[src/rtl/alu_arbiter_2req.sv]
// Two-requester round-robin front end for a single shared combinational ALU.
// One operation in flight: IDLE (grant) -> EXEC (drive ALU, capture) -> RESP (return).
module alu_arbiter_2req #(
   parameter int WIDTH = 64,
   parameter int OPW   = 4
) (
   input  logic             clk,
   input  logic             rst,
   input  logic             req0_valid,
   output logic             req0_ready,
   input  logic [WIDTH-1:0] req0_a,
   input  logic [WIDTH-1:0] req0_b,
   input  logic [OPW-1:0]   req0_op,
   input  logic             req1_valid,
   output logic             req1_ready,
   input  logic [WIDTH-1:0] req1_a,
   input  logic [WIDTH-1:0] req1_b,
   input  logic [OPW-1:0]   req1_op,
   output logic             rsp0_valid,
   input  logic             rsp0_ready,
   output logic [WIDTH-1:0] rsp0_result,
   output logic             rsp0_carry,
   output logic             rsp0_zero,
   output logic             rsp1_valid,
   input  logic             rsp1_ready,
   output logic [WIDTH-1:0] rsp1_result,
   output logic             rsp1_carry,
   output logic             rsp1_zero,
   output logic [WIDTH-1:0] alu_a,
   output logic [WIDTH-1:0] alu_b,
   output logic [OPW-1:0]   alu_op,
   input  logic [WIDTH-1:0] alu_result,
   input  logic             alu_carry
);

   typedef enum logic [1:0] {
      S_IDLE = 2'd0,
      S_EXEC = 2'd1,
      S_RESP = 2'd2
   } state_t;

   state_t             state_r;
   state_t             state_s;
   logic               prio_r;
   logic               owner_r;
   logic               init_r;
   logic [WIDTH-1:0]   a_r;
   logic [WIDTH-1:0]   b_r;
   logic [OPW-1:0]     op_r;
   logic [WIDTH-1:0]   res0_r;
   logic               carry0_r;
   logic               zero0_r;
   logic [WIDTH-1:0]   res1_r;
   logic               carry1_r;
   logic               zero1_r;
   logic               win_s;
   logic               grant_ok_s;
   logic               accept_s;
   logic               rsp_done_s;

   // The ALU does not produce a zero flag, so it is derived here at capture.
   function automatic logic is_zero(input logic [WIDTH-1:0] v);
      return (v == {WIDTH{1'b0}});
   endfunction

   // Winner selection: lone valid requester wins, a tie goes to prio.
   always_comb begin
      win_s = 1'b0;
      if (req0_valid && req1_valid) begin
         win_s = prio_r;
      end else if (req1_valid) begin
         win_s = 1'b1;
      end else begin
         win_s = 1'b0;
      end
   end

   // Grant is withheld during reset and for the first cycle after it.
   always_comb begin
      grant_ok_s = 1'b0;
      if ((state_r == S_IDLE) && !rst && !init_r) begin
         grant_ok_s = 1'b1;
      end else begin
         grant_ok_s = 1'b0;
      end
   end

   // Request and response handshake detection.
   always_comb begin
      accept_s   = grant_ok_s && (req0_valid || req1_valid);
      rsp_done_s = 1'b0;
      if (state_r == S_RESP) begin
         rsp_done_s = owner_r ? rsp1_ready : rsp0_ready;
      end else begin
         rsp_done_s = 1'b0;
      end
   end

   // State register.
   always_ff @(posedge clk) begin
      if (rst) begin
         state_r <= S_IDLE;
      end else begin
         state_r <= state_s;
      end
   end

   // Next-state logic.
   always_comb begin
      state_s = state_r;
      case (state_r)
         S_IDLE: begin
            if (accept_s) begin
               state_s = S_EXEC;
            end else begin
               state_s = S_IDLE;
            end
         end
         S_EXEC: begin
            state_s = S_RESP;
         end
         S_RESP: begin
            if (rsp_done_s) begin
               state_s = S_IDLE;
            end else begin
               state_s = S_RESP;
            end
         end
         default: begin
            state_s = S_IDLE;
         end
      endcase
   end

   // Operand latch, round-robin pointer and per-channel result capture.
   always_ff @(posedge clk) begin
      if (rst) begin
         init_r   <= 1'b1;
         prio_r   <= 1'b0;
         owner_r  <= 1'b0;
         a_r      <= {WIDTH{1'b0}};
         b_r      <= {WIDTH{1'b0}};
         op_r     <= {OPW{1'b0}};
         res0_r   <= {WIDTH{1'b0}};
         carry0_r <= 1'b0;
         zero0_r  <= 1'b0;
         res1_r   <= {WIDTH{1'b0}};
         carry1_r <= 1'b0;
         zero1_r  <= 1'b0;
      end else begin
         init_r <= 1'b0;
         if (accept_s) begin
            owner_r <= win_s;
            prio_r  <= ~win_s;
            a_r     <= win_s ? req1_a  : req0_a;
            b_r     <= win_s ? req1_b  : req0_b;
            op_r    <= win_s ? req1_op : req0_op;
         end else if (state_r == S_EXEC) begin
            if (owner_r) begin
               res1_r   <= alu_result;
               carry1_r <= alu_carry;
               zero1_r  <= is_zero(alu_result);
            end else begin
               res0_r   <= alu_result;
               carry0_r <= alu_carry;
               zero0_r  <= is_zero(alu_result);
            end
         end else begin
            owner_r <= owner_r;
         end
      end
   end

   // Output decode; everything is forced low while reset is asserted.
   always_comb begin
      req0_ready  = 1'b0;
      req1_ready  = 1'b0;
      rsp0_valid  = 1'b0;
      rsp1_valid  = 1'b0;
      rsp0_result = {WIDTH{1'b0}};
      rsp0_carry  = 1'b0;
      rsp0_zero   = 1'b0;
      rsp1_result = {WIDTH{1'b0}};
      rsp1_carry  = 1'b0;
      rsp1_zero   = 1'b0;
      alu_a       = {WIDTH{1'b0}};
      alu_b       = {WIDTH{1'b0}};
      alu_op      = {OPW{1'b0}};
      if (rst) begin
         req0_ready = 1'b0;
         req1_ready = 1'b0;
      end else begin
         req0_ready  = grant_ok_s && req0_valid && !win_s;
         req1_ready  = grant_ok_s && req1_valid && win_s;
         rsp0_valid  = (state_r == S_RESP) && !owner_r;
         rsp1_valid  = (state_r == S_RESP) && owner_r;
         rsp0_result = res0_r;
         rsp0_carry  = carry0_r;
         rsp0_zero   = zero0_r;
         rsp1_result = res1_r;
         rsp1_carry  = carry1_r;
         rsp1_zero   = zero1_r;
         alu_a       = a_r;
         alu_b       = b_r;
         alu_op      = op_r;
      end
   end

endmodule
[config.mk]
export PLATFORM = sky130hd
export DESIGN_NAME = alu_arbiter_2req
export DESIGN_NICKNAME = d
export VERILOG_FILES = /design/src/rtl/alu_arbiter_2req.sv
export SDC_FILE = /design/constraint.sdc
export NUM_CORES = 1
export LEC_CHECK = 0
export BUFFER_PORTS_ARGS = -buffer_cell sky130_fd_sc_hd__buf_4
export CORE_AREA = 2 2 237 239
export CTS_CLUSTER_SIZE = 12
export DETAILED_ROUTE_END_ITERATION = 7
export DIE_AREA = 0 0 239 241
export GPL_ROUTABILITY_DRIVEN = 0
export HOLD_SLACK_MARGIN = 0.08
export SYNTH_ARGS = -nofsm -noshare
export SYNTH_HDL_FRONTEND = slang
export SYNTH_SLANG_ARGS = --single-unit
[constraint.sdc]
create_clock -name clk -period 2 [get_ports clk]
set_input_delay 0.3 -clock clk [delete_from_list [all_inputs] [get_ports clk]]
set_output_delay 0.3 -clock clk [all_outputs]
set_load 0.005 [all_outputs]
# Word level (Yosys, flattened, before mapping)
# Index checks and enable logic that the tools add are counted.
# totals
latch_bits	0
ramBits	0
mem_count	0
regBits	269
in_bits	335
rom_bits	0
# op_classes
shifts	0
n_bitwise	3
n_reduce_logical	19
muxes	25
magnitude_cmp	0
n_addsub	0
n_eq_ne	2
div_mod_pow	0
multipliers	0
# ops
operator	n
64-bit 2-to-1 mux	6
64-bit zero test	1
1-bit 2-to-1 mux	15
1-bit logical AND	10
4-bit 2-to-1 mux	2
2-bit one-hot mux with 3 select lines	1
3-bit AND reduction	2
1-bit zero test	4
1-bit inverter	3
2-bit by 1-bit equality test with 1-bit output, second input constant	1
2-bit equality test, second input constant	1
2-bit zero test	1
2-bit 2-to-1 mux	1
1-bit logical OR	1

# Logic depth before layout (Yosys ltp)
# Gate-level depths: netlist (run 1).
# logic_depth
word_depth	7
mapped_depth	8
ltp_nobuf	4

# Worst setup path after synthesis (run 1)
# Ideal clock, no wire load.
# synth_timing
kind	reg2out
startpoint	register state_r[1]
endpoint	output port req1_ready
slack_ns	0.431
path_buffers	3
arrival_ns	1.269
required_ns	1.700
path_stages_with_launch	6
cell_sequence	dfxtp_1 nor4_4 and3_1 buf_2 buf_4 buf_2
# synth_between
elab_chain_len	7
# synth_rtl
item	line_no	text
start: declaration	42	state_t state_r;
start signal: assignment	104	state_r <= state_s;
2-bit zero test	81	if ((state_r == S_IDLE) && !rst && !init_r) begin
1-bit logical AND (2 in series)	81	
1-bit 2-to-1 mux	81	
1-bit logical AND (2 in series)	194	req1_ready = grant_ok_s && req1_valid && win_s;
1-bit 2-to-1 mux	189	if (rst) begin
end: declaration	15	output logic req1_ready,
# No other way between the ends.

# Worst setup path after layout (run 1)
# layout_timing
startpoint	register init_r
endpoint	output port req0_ready
# layout_between
elab_chain_len	6
# layout_rtl
item	line_no	text
start: declaration	46	logic init_r;
start signal: assignment	138	init_r <= 1'b1;
start signal: assignment	151	init_r <= 1'b0;
1-bit zero test	81	
1-bit logical AND	81	
1-bit 2-to-1 mux	81	
1-bit logical AND (2 in series)	193	req0_ready = grant_ok_s && req0_valid && !win_s;
1-bit 2-to-1 mux	189	
end: declaration	10	output logic req0_ready,
# No other way between the ends.

==> reports/qor.txt, run 1 <==
largest area contributor in the synthesized netlist -> dfxtp_1
Post-Synth Simple-Gate Area -> 30.5%
Ys Warns -> 0
Layout area overhead -> 87.6%
Worst-path clk slew -> 0.06 ns
clk root buf -> clkbuf_16
Synth Instances -> 1,391
wire per inst -> 18.9 um
Worst Path Max Fanout -> 3
Most used DFF post-synth -> dfxtp_1
CP startpoint kind -> flip-flop
Die X -> 239 um
port buffer count -> 602
die area -> 57,600 um^2
pre-CTS worst setup slack -> -0.347 ns
post-DP HPWL -> 39.8 mm
Slew headroom -> 66.4%
fraction of synthesized area in multiplexers -> 0.0877%
Worst Skew -> 0.0117 ns
status -> complete, but fails checks
area fraction of the dominant cell type after synthesis -> 47.2%
largest net degree at the start of global routing -> 68
largest family of logic cells by synthesized area -> simple AND/OR/NAND/NOR gates
1st-iter DRT viols -> 1,241
Reg-to-Reg End -> b_r[15]$_SDFFE_PP0P_
synth cell count leaders -> nand2_1 (316), dfxtp_1 (269), nor2b_1 (266)
unrepaired setup endpoints after global routing -> true
CTS sink cnt -> 269
GR Util All Layers -> 18.3%
worst slew pin tran -> 0.500 ns
CP Capture Type -> output port
antenna violations before repair -> 26
Synth Area in XOR/XNOR -> 0%
Period Utilization, post-route -> 101%
GR Layer Usage met1 -> 20.1%
Setup Viol. Count Final -> 1
Clk Latency, worst-skew pair -> 0.59 ns
worst r2r src -> state_r[1]$_SDFF_PP0_
Top Ports -> 603
Seq cells post-synth -> 269
most frequent cell after synthesis -> nand2_1
ANT nets after route -> 0
CTS H-Tree Depth -> 1
Site Rows -> 86
Adder-Cell Fraction of Synth Area -> 0%
cells on worst reg2reg path -> 9
TritonRoute pass-1 iters -> 8
Power Dens Cells -> 646 nW/um^2
hold path cells -> 4
Initial Util -> 20.8%
hold endpoint -> state_r[1]$_SDFF_PP0_
layout cell share with drive strength beyond 1 -> 31.7%
CTS Buffer Depth -> 3
vias per cell -> 4.66
Post-synth EDFFs -> 0
Synthesized Nets -> 1,726
Worst EP required -> 1.70 ns
failing checks -> DRC, setup timing
Yosys cell types -> 27
die height -> 241 um
Post-Syn Area -> 11,400 um^2
post-synthesis compound-gate area fraction -> 17.0%
grt met3 use -> 4.95%
cts bufs inserted -> 31
Synth async-reset ratio -> 0%
P_leak -> 9.15 nW
final worst setup slack -> -0.0211 ns
routed wire length -> 57.4 mm
Max Slew Vio Count -> 0
Hold Slack -> 0.172 ns
register area share after synthesis -> 47.2%
Syn Area/Cell -> 8.21 um^2
Post-route DRC -> 13
vias -> 14,100
reg-to-reg setup timing slack -> 0.06 ns
peak supply drop -> 0.668 mV
Setup CP Type -> reg -> out
CTS tree -> yes
MaxCap Viol Count -> 0
Hold Startpoint -> rsp0_ready
gr busiest metal -> met2
first-pass GRT wire length -> 81.5 mm
fmax -> 0.495 GHz
Final Hold Violating Endpoints -> 0
Congestion Overflow GR -> 0
minimum clock period -> 2.02 ns
total power -> 13.8 mW
HP Class -> in -> reg
vias in the first global route -> 13,900
Nets -> 2,621
Final Util -> 39.0%
core area -> 54,900 um^2
met2 Track Usage GR -> 31.7%
top post-synthesis cells by area -> dfxtp_1 (47%), nor2b_1 (15%), nand2_1 (10%), a222oi_1 (9.2%), a21oi_1 (5.8%)
Critical Path AT -> 1.72 ns
==> kinds of logic after synthesis <==
| group | after synthesis |
|---|---|
| mux | 1 |
| flops | 269 |
| simple gates | 722 |
| compound gates | 268 |
| buf+inv | 131 |
==> per-layer routing <==
metal	vias to the layer above	part of all wire, %
met2	730	48
met4	8	6.2
met5	-	0.073
li1	6583	-
met3	158	8.5
met1	6659	37
==> power by group <==
part / total (mW) / switching, mW / internal [mW]
Sequential: 5.67 / 0.0967 / 5.57
Combinational: 2.35 / 0.996 / 1.36
Clock: 5.81 / 2.40 / 3.41
==> worst max path at each step <==
stage                           from                   end  slack (ns)  cells after the start
2_1_floorplan  state_r[1]$_SDFF_PP0_            req1_ready        0.43                      5
3_3_place_gp          alu_result[15]  zero1_r$_SDFFE_PP0P_       -0.43                      6
3_5_place_dp          alu_result[15]  zero0_r$_SDFFE_PP0P_       -0.35                      6
4_1_cts        state_r[0]$_SDFF_PP0_            req0_ready       -0.09                      5
5_1_grt               init_r$_DFF_P_            req0_ready       -0.11                      5
6_report              init_r$_DFF_P_            req0_ready       -0.02                      5
==> state kept, by name, summed over array words and instances (netlist names) <==
register,count
zero0_r,1
res0_r,64
op_r,4
res1_r,64
zero1_r,1
owner_r,1
carry0_r,1
prio_r,1
carry1_r,1
b_r,64
init_r,1
state_r,2
a_r,64
==> final cells by class <==
type,instances,area [um^2]
Fill cell,5334,33500
Timing Repair Buffer,992,8540
Multi-Input combinational cell,991,5510
Sequential cell,269,5390
Clock buffer,50,967
Tap cell,704,881
Clock inverter,7,67.6
Antenna cell,21,52.6
Inverter,1,3.75
==> critical path: stages, from the launching register on <==
cell and delay [ns]:
dfxtp_2 0.33, nor4_4 0.24, buf_4 0.17, and3_4 0.20, buf_12 0.11, buf_6 0.08
==> repair_timing <==
action | CTS | global route
buffers inserted | 5 | 3
gates resized for setup | 3 | 11
hold endpoints to repair | 261 | 0
hold buffers | 329 | 0
endpoints found under the setup margin | 4 | 6
pin swaps | 3 | 3
cloned | 1 | 0
==> placed cells by master (no fill, tap or decap), types with 2 or more instances in the layout <==
| master | Yosys | layout |
|---|---|---|
| and3_4 | 0 | 2 |
| buf_6 | 3 | 2 |
| buf_12 | 0 | 18 |
| nor4_1 | 15 | 9 |
| nand4_1 | 4 | 4 |
| nor2_1 | 110 | 110 |
| a22oi_1 | 27 | 27 |
| a21oi_1 | 133 | 133 |
| inv_6 | 0 | 2 |
| clkbuf_8 | 0 | 12 |
| a222oi_1 | 105 | 105 |
| buf_4 | 10 | 641 |
| a211oi_1 | 2 | 2 |
| clkinv_2 | 0 | 4 |
| dfxtp_1 | 269 | 267 |
| nor2b_1 | 266 | 264 |
| dlygate4sd3_1 | 0 | 329 |
| diode_2 | 0 | 21 |
| clkbuf_1 | 69 | 7 |
| nor4_2 | 1 | 7 |
| clkbuf_16 | 0 | 31 |
| nand2_1 | 316 | 315 |
==> stage by stage <==
stage                     cell area (um^2)  TNS (ns)  cells
after floorplan                      11400         0   1391
after global placement               16900    -0.862   2619
after detailed placement             16900    -0.693   2619
after CTS                            21300    -0.171   3011
after global routing                 21400    -0.188   3035
final                                21400   -0.0211   3035
Note: power is estimated with default switching activity, not from simulation.
==> run 2: changes to the inputs <==
--- a/config.mk
+++ b/config.mk
@@ -7,6 +7,7 @@
 export LEC_CHECK = 0
 export BUFFER_PORTS_ARGS = -buffer_cell sky130_fd_sc_hd__buf_4
 export CORE_AREA = 2 2 237 239
+export CTS_BUF_LIST = sky130_fd_sc_hd__clkbuf_8 sky130_fd_sc_hd__clkbuf_16
 export CTS_CLUSTER_SIZE = 12
 export DETAILED_ROUTE_END_ITERATION = 7
 export DIE_AREA = 0 0 239 241
==> run 2 against run 1 <==
The run still ends with DRC, setup timing left; register-to-register slack about the same; sequential power about the same; critical path depth unchanged; flip-flop and latch count unchanged; clock power about the same; worst hold slack got worse by 0.023 ns; clock skew about the same; sequential share of layout area about the same; count of clock-buffer cells in the layout decreased by 7; global-route usage about the same; first-iteration DRC count decreased by 12%; core utilization about the same.
==> reports/qor.txt, run 2 (synthesized netlist as in run 1, its figures left out) <==
status -> complete, but fails checks
failing checks -> DRC, setup timing
Top Ports -> 603
CTS tree -> yes
Worst EP required -> 1.70 ns
Worst Path Max Fanout -> 3
port buffer count -> 602
Int Power -> 10.3 mW
most frequent cells in the layout -> buf_4 (641), dlygate4sd3_1 (329), nand2_1 (315), dfxtp_1 (267), nor2b_1 (264)
1st-iter DRT viols -> 1,090
vias per cell -> 4.68
antenna violations before repair -> 26
MaxCap Viol Count -> 0
cts bufs inserted -> 31
CTS Buffer Depth -> 3
Post-route DRC -> 16
Setup CP Type -> reg -> out
Final Hold Violating Endpoints -> 0
pre-CTS worst setup slack -> -0.347 ns
CP startpoint kind -> flip-flop
CP Capture Type -> output port
layout cell share with drive strength beyond 1 -> 31.7%
wire per inst -> 18.9 um
reg-to-reg setup timing slack -> 0.06 ns
Layout area overhead -> 87.6%
worst r2r src -> state_r[1]$_SDFF_PP0_
die height -> 241 um
Site Rows -> 86
Power Dens Cells -> 644 nW/um^2
GR Util All Layers -> 18.3%
commonest non-fill, non-tap cell in the layout -> buf_4
Worst-path clk slew -> 0.06 ns
fmax -> 0.495 GHz
NetSw -> 3.50 mW
Max Slew Vio Count -> 0
final worst setup slack -> -0.0210 ns
Hold Slack -> 0.149 ns
worst slew pin tran -> 0.499 ns
clock network power share -> 41.9%
Multi-input gate area -> 5510 um^2
minimum clock period -> 2.02 ns
CTS H-Tree Depth -> 1
TritonRoute pass-1 iters -> 8
Critical Path AT -> 1.72 ns
hold path cells -> 4
hold endpoint -> state_r[1]$_SDFF_PP0_
Nets -> 2,621
Initial Util -> 20.8%
Die X -> 239 um
Worst Skew -> 0.0121 ns
peak supply drop -> 0.667 mV
vias -> 14,200
Congestion Overflow GR -> 0
Slew headroom -> 66.4%
cells on worst reg2reg path -> 9
routed wire length -> 57.5 mm
Period Utilization, post-route -> 101%
Clk Latency, worst-skew pair -> 0.59 ns
Sequential Power Share -> 41.1%
CTS sink cnt -> 269
ANT nets after route -> 0
largest net degree at the start of global routing -> 68
clk root buf -> clkbuf_16
unrepaired setup endpoints after global routing -> true
register area -> 5390 um^2
Setup Viol. Count Final -> 1
Reg-to-Reg End -> b_r[15]$_SDFFE_PP0P_
switching portion of total power -> 25.4%
Hold Startpoint -> rsp0_ready
core area -> 54,900 um^2
P_leak -> 9.18 nW
Fill cells -> 5,334
first-pass GRT wire length -> 81.4 mm
CP startpoint -> init_r$_DFF_P_
post-DP HPWL -> 39.8 mm
HP Class -> in -> reg
vias in the first global route -> 13,900
Comb pwr share -> 17.0%
die area -> 57,600 um^2
==> run 2: cell types whose count changed in the layout (fill, tap and decap cells not counted), sizes merged <==
cell and change:
clkbuf -7, inv +7, diode +3
==> run 2: area by class of cell <==
class	count	area share [%]
Antenna cell	24	0.280
Timing Repair Buffer	992	39.9
Multi-Input combinational cell	991	25.7
Inverter	1	0.0175
Tap cell	704	4.11
Clock inverter	14	0.438
Sequential cell	269	25.2
Clock buffer	43	4.39
==> run 2: repair_timing <==
item,4_1_cts,5_1_grt
setup endpoints to repair,4,6
gates cloned,1,0
resized for setup,3,11
pin swaps,3,3
hold buffers,329,0
endpoints found under the hold margin,261,0
buffers inserted,5,3
==> run 2: worst max path at each step <==
| stage | end | depth (start not counted) | slack [ns] |
|---|---|---|---|
| finish | req0_ready | 5 | -0.02 |
| CTS | req0_ready | 5 | -0.09 |
| floorplan | req1_ready | 5 | 0.43 |
| detailed placement | zero0_r$_SDFFE_PP0P_ | 6 | -0.35 |
| global placement | zero1_r$_SDFFE_PP0P_ | 6 | -0.43 |
| global route | req0_ready | 5 | -0.11 |
==> run 2: power groups by stage <==
stage          registers (mW)  clock network [mW]  logic [mW]
6_report                 5.67                5.78        2.35
5_1_grt                  5.69                6.13        2.51
4_1_cts                  5.67                5.92        2.32
3_5_place_dp             5.78                   0        1.73
3_3_place_gp             5.77                   0        1.70
2_1_floorplan            5.75                   0       0.704
==> run 2: critical path, stage by stage (launching register included) <==
cell	delay [ns]
dfxtp_2	0.33
nor4_4	0.24
buf_4	0.17
and3_4	0.20
buf_12	0.11
buf_6	0.08
==> run 2: per-stage QoR <==
step           total power [mW]  instance area, um^2  setup TNS, ns  std cells  utilization [%]
4_1_cts                    13.9                21300         -0.171       3011             38.8
2_1_floorplan              6.45                11400              0       1391                -
6_report                   13.8                21400        -0.0210       3038             39.0
5_1_grt                    14.3                21400         -0.188       3035             39.0
3_5_place_dp               7.51                16900         -0.693       2619             30.8
3_3_place_gp               7.48                16900         -0.862       2619             30.8
==> run 2: metal layers <==
layer,GRT usage [%],vias to the layer above,wire [um]
li1,-,6589,-
met1,20.1,6703,21200
met2,31.7,758,27600
met3,4.99,155,5060
met4,10.8,8,3550
met5,0,-,42
